### src/rtl/add32_seq.sv
// rtl/add32_seq.sv - multi-cycle adder/subtractor sequencing one 4-bit CLA slice
//
// Purpose:
//   Adds (or subtracts) two WIDTH-bit operands one nibble per cycle, LSB first.
//   A single 4-bit carry-lookahead slice is reused across all nibbles. The carry
//   between nibbles is held in a register.
//   Operands are taken on one valid/ready handshake.
//   Sum and flags are returned on a second valid/ready handshake.
//
// Configuration:
//   ADD32_SEQ_SUB_EN - when defined, sub_i selects A - B.
//                      When undefined, sub_i is ignored and every operation is A + B.
//
// Parameters:
//   WIDTH        operand/result width; multiple of 4, at least 8 (N = WIDTH/4 slices)
//
// Ports:
//   clk_i        rising-edge clock
//   rst_ni       asynchronous active-low reset
//   in_valid_i   operand request
//   in_ready_o   idle, operands can be accepted
//   a_i, b_i     operands
//   sub_i        1 = A - B, 0 = A + B
//   out_valid_o  result available
//   out_ready_i  consumer takes the result
//   sum_o        result (modulo 2^WIDTH)
//   cout_o       carry out of MSB slice (subtract: 1 = no borrow)
//   ovf_o        signed overflow
//   zero_o       result is zero (registered with the result)

module add32_seq_cla4 (
  input  logic [3:0] a_i,
  input  logic [3:0] b_i,
  input  logic       ci_i,
  output logic [3:0] s_o,
  output logic [4:0] co_o
);
  logic [3:0] g;
  logic [3:0] p;

  assign g = a_i & b_i;
  assign p = a_i ^ b_i;

  // co_o[k] is the carry into bit k; co_o[4] leaves the slice.
  assign co_o[0] = ci_i;
  assign co_o[1] = g[0] | (p[0] & ci_i);
  assign co_o[2] = g[1] | (p[1] & g[0]) | (p[1] & p[0] & ci_i);
  assign co_o[3] = g[2] | (p[2] & g[1]) | (p[2] & p[1] & g[0])
                 | (p[2] & p[1] & p[0] & ci_i);
  assign co_o[4] = g[3] | (p[3] & g[2]) | (p[3] & p[2] & g[1])
                 | (p[3] & p[2] & p[1] & g[0]) | (p[3] & p[2] & p[1] & p[0] & ci_i);
  assign s_o = p ^ co_o[3:0];
endmodule

module add32_seq #(
  parameter int WIDTH = 32
) (
  input  logic             clk_i,
  input  logic             rst_ni,
  input  logic             in_valid_i,
  output logic             in_ready_o,
  input  logic [WIDTH-1:0] a_i,
  input  logic [WIDTH-1:0] b_i,
  input  logic             sub_i,
  output logic             out_valid_o,
  input  logic             out_ready_i,
  output logic [WIDTH-1:0] sum_o,
  output logic             cout_o,
  output logic             ovf_o,
  output logic             zero_o
);
  localparam int N  = WIDTH / 4;
  localparam int CW = (N > 1) ? $clog2(N) : 1;

  typedef enum logic [1:0] {
    IDLE = 2'd0,
    RUN  = 2'd1,
    DONE = 2'd2
  } state_t;

  state_t          state_q, state_d;
  logic [WIDTH-1:0] a_q, a_d;
  logic [WIDTH-1:0] b_q, b_d;
  logic [WIDTH-1:0] sum_q, sum_d;
  logic [CW-1:0]    cnt_q, cnt_d;
  logic             carry_q, carry_d;
  logic             cout_q, cout_d;
  logic             ovf_q, ovf_d;
  logic             zero_q, zero_d;

  logic             eff_sub;
  logic [CW+1:0]    base;
  logic [3:0]       slice_s;
  logic [4:0]       slice_co;

`ifdef ADD32_SEQ_SUB_EN
  assign eff_sub = sub_i;
`else
  // Adder-only build: sub_i stays on the port so instantiations are unchanged.
  logic unused_sub;
  assign unused_sub = sub_i;
  assign eff_sub    = 1'b0;
`endif

  // Bit offset of the nibble currently being processed.
  assign base = {cnt_q, 2'b00};

  add32_seq_cla4 u_slice (
    .a_i  (a_q[base +: 4]),
    .b_i  (b_q[base +: 4]),
    .ci_i (carry_q),
    .s_o  (slice_s),
    .co_o (slice_co)
  );

  always_comb begin
    state_d = state_q;
    a_d     = a_q;
    b_d     = b_q;
    sum_d   = sum_q;
    cnt_d   = cnt_q;
    carry_d = carry_q;
    cout_d  = cout_q;
    ovf_d   = ovf_q;
    zero_d  = zero_q;

    unique case (state_q)
      IDLE: begin
        if (in_valid_i) begin
          a_d     = a_i;
`ifdef ADD32_SEQ_SUB_EN
          // Two's-complement subtract: A + ~B + 1, the +1 entering as carry-in.
          b_d     = eff_sub ? ~b_i : b_i;
`else
          b_d     = b_i;
`endif
          carry_d = eff_sub;
          cnt_d   = '0;
          state_d = RUN;
        end
      end
      RUN: begin
        sum_d[base +: 4] = slice_s;
        carry_d          = slice_co[4];
        cnt_d            = cnt_q + CW'(1);
        if (cnt_q == CW'(N - 1)) begin
          cout_d  = slice_co[4];
          ovf_d   = slice_co[3] ^ slice_co[4];
          // sum_d already carries the final nibble, so this sees the full result.
          zero_d  = (sum_d == '0);
          state_d = DONE;
        end
      end
      DONE: begin
        // Returning to IDLE (never straight to RUN) guarantees one idle cycle.
        if (out_ready_i) begin
          state_d = IDLE;
        end
      end
      default: state_d = IDLE;
    endcase
  end

  always_ff @(posedge clk_i or negedge rst_ni) begin
    if (!rst_ni) begin
      state_q <= IDLE;
      a_q     <= '0;
      b_q     <= '0;
      sum_q   <= '0;
      cnt_q   <= '0;
      carry_q <= 1'b0;
      cout_q  <= 1'b0;
      ovf_q   <= 1'b0;
      zero_q  <= 1'b0;
    end else begin
      state_q <= state_d;
      a_q     <= a_d;
      b_q     <= b_d;
      sum_q   <= sum_d;
      cnt_q   <= cnt_d;
      carry_q <= carry_d;
      cout_q  <= cout_d;
      ovf_q   <= ovf_d;
      zero_q  <= zero_d;
    end
  end

  assign in_ready_o  = (state_q == IDLE);
  assign out_valid_o = (state_q == DONE);
  assign sum_o       = sum_q;
  assign cout_o      = cout_q;
  assign ovf_o       = ovf_q;
  assign zero_o      = zero_q;
endmodule

### config.mk
export PLATFORM = sky130hd
export DESIGN_NAME = add32_seq
export DESIGN_NICKNAME = d
export VERILOG_FILES = /design/src/rtl/add32_seq.sv
export SDC_FILE = /design/constraint.sdc
export NUM_CORES = 1
export LEC_CHECK = 0
export CORE_ASPECT_RATIO = 0.5
export CORE_MARGIN = 2
export CORE_UTILIZATION = 52
export CTS_CLUSTER_SIZE = 40
export DETAILED_ROUTE_END_ITERATION = 8
export PLACE_DENSITY = 0.8
export SLEW_MARGIN = 20
export SYNTH_ARGS = -nofsm -noshare
export SYNTH_HDL_FRONTEND = slang
export SYNTH_SLANG_ARGS = --single-unit
export TNS_END_PERCENT = 5
### constraint.sdc
create_clock -name clk_i -period 4.3 [get_ports clk_i]
set_input_delay 0.86 -clock clk_i [delete_from_list [all_inputs] [get_ports clk_i]]
set_output_delay 0.86 -clock clk_i [all_outputs]
set_load 0.005 [all_outputs]
==> impl_results.md <==
* Status: finished, final reports clean
* Via Count at approximately 4,100
* Fin crit period at roughly 3.6 ns
* Detail Placement HPWL at about 8000 um
* Number of global-route vias before repair at 3,944
* Yosys warning count at 0
* Synthesis-to-finish area growth at 27.2%
* Max-cap check violation count at 0
* WS Path Type: reg -> reg
* Detailed Routing Iterations Pass 1 at 5
* Max-slew violations at 0
* Die Ht at 74.6 um
* Leading post-synthesis cells by cell area: dfrtp_1, nand2_1, mux4_2, mux2_2, ha_1
* R2R Path Start: cnt_q[0]
* Slowest stage cell, crit path: dfrtp_1
* Fin Setup TNS at 0 ns
* Pre-CTS setup slack at approximately 0.66 ns
* VDD IR max at 0.512 mV
* Drt via density at approximately 5.3
* Syn nets at ~620
* Combinational fraction of design power at between 50% and 60%
* Sequential cell area fraction in the yosys report at 50.7%
* First-pass GRT wire length at between 15,000 and 20,000 um
* Final Total Pwr at about 0.0053 W
* Number of synthesized flops with an enable pin at 0
* Largest family of logic cells by synthesized area: simple AND/OR/NAND/NOR gates
* Setup bufs post-CTS at 0
* Sw frac at 42.9%
* Final setup skew at 0.00661 ns
* Nets@finish at around 720
* Syn Std Cell Area at between 0.005 and 0.006 mm^2
* Iter 0 DRT Violations at slightly below 300
* Largest net degree at the start of global routing at 77
* Row count at 25
* Worst-path clk slew at approximately 0.070 ns
* Count leader, synth: nand2_1
* Main flop type after synthesis: dfrtp_1
* Width of the die at between 100 and 150 um
* Synth top area share at between 50% and 60%
* Critical Path End Type: flop
* Total CTS buffers at 9
* Fin util at between 60 and 70%
* Lkg Pwr at around 3.2 nW
* Fraction of the mapped netlist area in simple logic gates at 24.3%
* Drt drc at 0
* Share of cells above drive strength 1 at between 10 and 15%
* Avg Cell Area, Syn at 9.61 um^2
* GR Util All Layers at approximately 22%
* Htree depth at 3
* CP Cell Sequence: buf_4 > mux4_2 > nand2_1 > nand2_1 > ha_1 > a211o_1 > a21oi_4 > xor2_4 > o41ai_2 > or3_1 > o21ai_1
* CP startpoint kind: flop
* Cell area power density at 801 mW/mm^2
* WL final at 11,700 um
* Cells after Synth at around 540
* Req. time, crit path at between 4 and 5 ns
* Final Wtd Congestion at ~0.89
* Yosys reg bits at 105
* Initial antenna violation count at 0
* Root Buffer Master: clkbuf_16
* Final period utilization at 84.6%
* Final Hold Vio Count at 0
* P_sw at 0.00226 W
* TritonCTS clock tree: built
* Final setup margin at around 0.66 ns
* HP Start: a_q[12]
* Compound-Gate Fraction of Synth Area at under 10%
* Antenna-violating nets left at 0
* Cell taking the most area after synthesis: dfrtp_1
* Max_slew headroom at 36.9%
* Cts-stage hold buffer count at 0
* Crit path top cell by count: nand2_1
* Port bufs at 104
* WP data arrival at roughly 4 ns
* Unrepaired setup endpoints after global routing: false
* GRT overflow at 0
* Post-synthesis adder-cell area fraction at under 10%
* Initial Util at between 50% and 60%
* Ports at approximately 110
* Sequential share of power at 32.2%
* Worst-path fanout max at 11
* Worst slew pin tran at 0.947 ns
* Ys async rst share at 100%
* Setup-failing EPs final at 0
* Worst Setup SP: cnt_q[0]
* Hold Crit Class: reg -> reg
* XOR/XNOR Fraction of Synth Area at about 1.0%
* Mux contribution to synthesized area at between 10% and 20%
* CTS Sinks at 105
* Drt wl/cell at roughly 15 um
* Achievable frequency at between 200 and 300 MHz
* Clock Path Buffers at 2
* Antenna Cells at 0
* Die area at 0.0108 mm^2
* Clock power frac at ~15%
* Slowest stage delay, CP at 0.73 ns
* Netlist cell types at between 50 and 60
* Core area at roughly 0.0096 mm^2
* Clock latency on the worst-skew pair at around 0.35 ns
* Int Power at about 0.0030 W
* Synth top cells by count: nand2_1, dfrtp_1, mux2_2
* CTS resizes at 0
==> final timing paths <==
kind | end | slack, ns | depth (start not counted)
setup / recovery | zero_o | 0.66 | 11
hold / removal | a_q[12] | 0.47 | 2
hold reg to reg | a_q[12] | 0.47 | 2
setup reg to reg | zero_o | 0.66 | 11
max in group asynchronous | zero_o | 2.69 | 2
min in group asynchronous | a_q[4] | 0.64 | 1
==> registers in the layout, indices dropped and copies added, names as in the netlist <==
name,flops
zero_o,1
cout_o,1
carry_q,1
b_q,32
cnt_q,3
state_q,2
ovf_o,1
sum_o,32
a_q,32
==> power groups by stage <==
stage / Combinational, W / Clock (W) / Sequential (W)
6_report: 0.00280 / 0.000781 / 0.00170
5_1_grt: 0.00306 / 0.000830 / 0.00175
4_1_cts: 0.00279 / 0.000789 / 0.00170
3_5_place_dp: 0.00276 / 0 / 0.00171
3_3_place_gp: 0.00270 / 0 / 0.00169
2_1_floorplan: 0.00200 / 0 / 0.00160
==> kinds of logic after synthesis <==
kind of cell             count (synthesis)
AND/OR/NAND/NOR                        305
flip-flops                             105
multiplexers                            42
AO/OA/AOI/OAI                           38
buffers and inverters                   32
adder cells (fa/ha/maj)                 13
XOR/XNOR                                 4
==> per-stage QoR <==
stage,hold WS [ns],cells,cell area (um^2)
after global placement,0.453,757,6300
final,0.473,773,6590
after floorplan,0.440,539,5180
after CTS,0.476,773,6590
after detailed placement,0.457,757,6310
after global routing,0.495,773,6590
==> layout make-up <==
cell class	count	area [um^2]
Inverter	6	22.5
Tap cell	135	169
Sequential cell	105	2630
Timing Repair Buffer	109	1080
Multi-Input combinational cell	402	2410
Clock buffer	9	225
Clock inverter	7	55.1
Fill cell	759	2980
==> placed cells by master, fill, tap and decap left out, drive strengths merged, types with 2 or more instances in the layout <==
| cell type | count |
|---|---|
| nor4 | 4 |
| nand2 | 245 |
| nor4b | 2 |
| nor2b | 2 |
| dfrtp | 105 |
| o31ai | 5 |
| mux2i | 2 |
| nor2 | 17 |
| nand3 | 6 |
| a211o | 3 |
| nand3b | 2 |
| o41ai | 2 |
| buf | 6 |
| clkbuf | 9 |
| inv | 7 |
| mux4 | 16 |
| clkinvlp | 2 |
| xor2 | 2 |
| o21ai | 14 |
| or3 | 4 |
| nand4 | 3 |
| mux2 | 24 |
| clkdlybuf4s50 | 103 |
| a21oi | 4 |
| xnor2 | 2 |
| and2 | 2 |
| ha | 12 |
| nand2b | 5 |
| o22ai | 2 |
| or4 | 2 |
| clkinv | 4 |
| nor3 | 6 |
==> critical path, delay by kind of cell, from the launching register on <==
| kind | cells | cell delay (ns) |
|---|---|---|
| AO/OA/AOI/OAI | 4 | 0.78 |
| XOR/XNOR | 1 | 0.34 |
| adder cells (fa/ha/maj) | 1 | 0.31 |
| buffers and inverters | 1 | 0.28 |
| flip-flops | 1 | 0.73 |
| multiplexers | 1 | 0.51 |
| AND/OR/NAND/NOR | 3 | 0.59 |
==> layer usage <==
metal / track usage, % / part of all wire, %
met1: 29.1 / 44
met2: 38.9 / 50
met3: 5.40 / 4.9
met4: 6.21 / 1.3
met5: 0 / 0
Note: power is estimated with default switching activity, not from simulation.
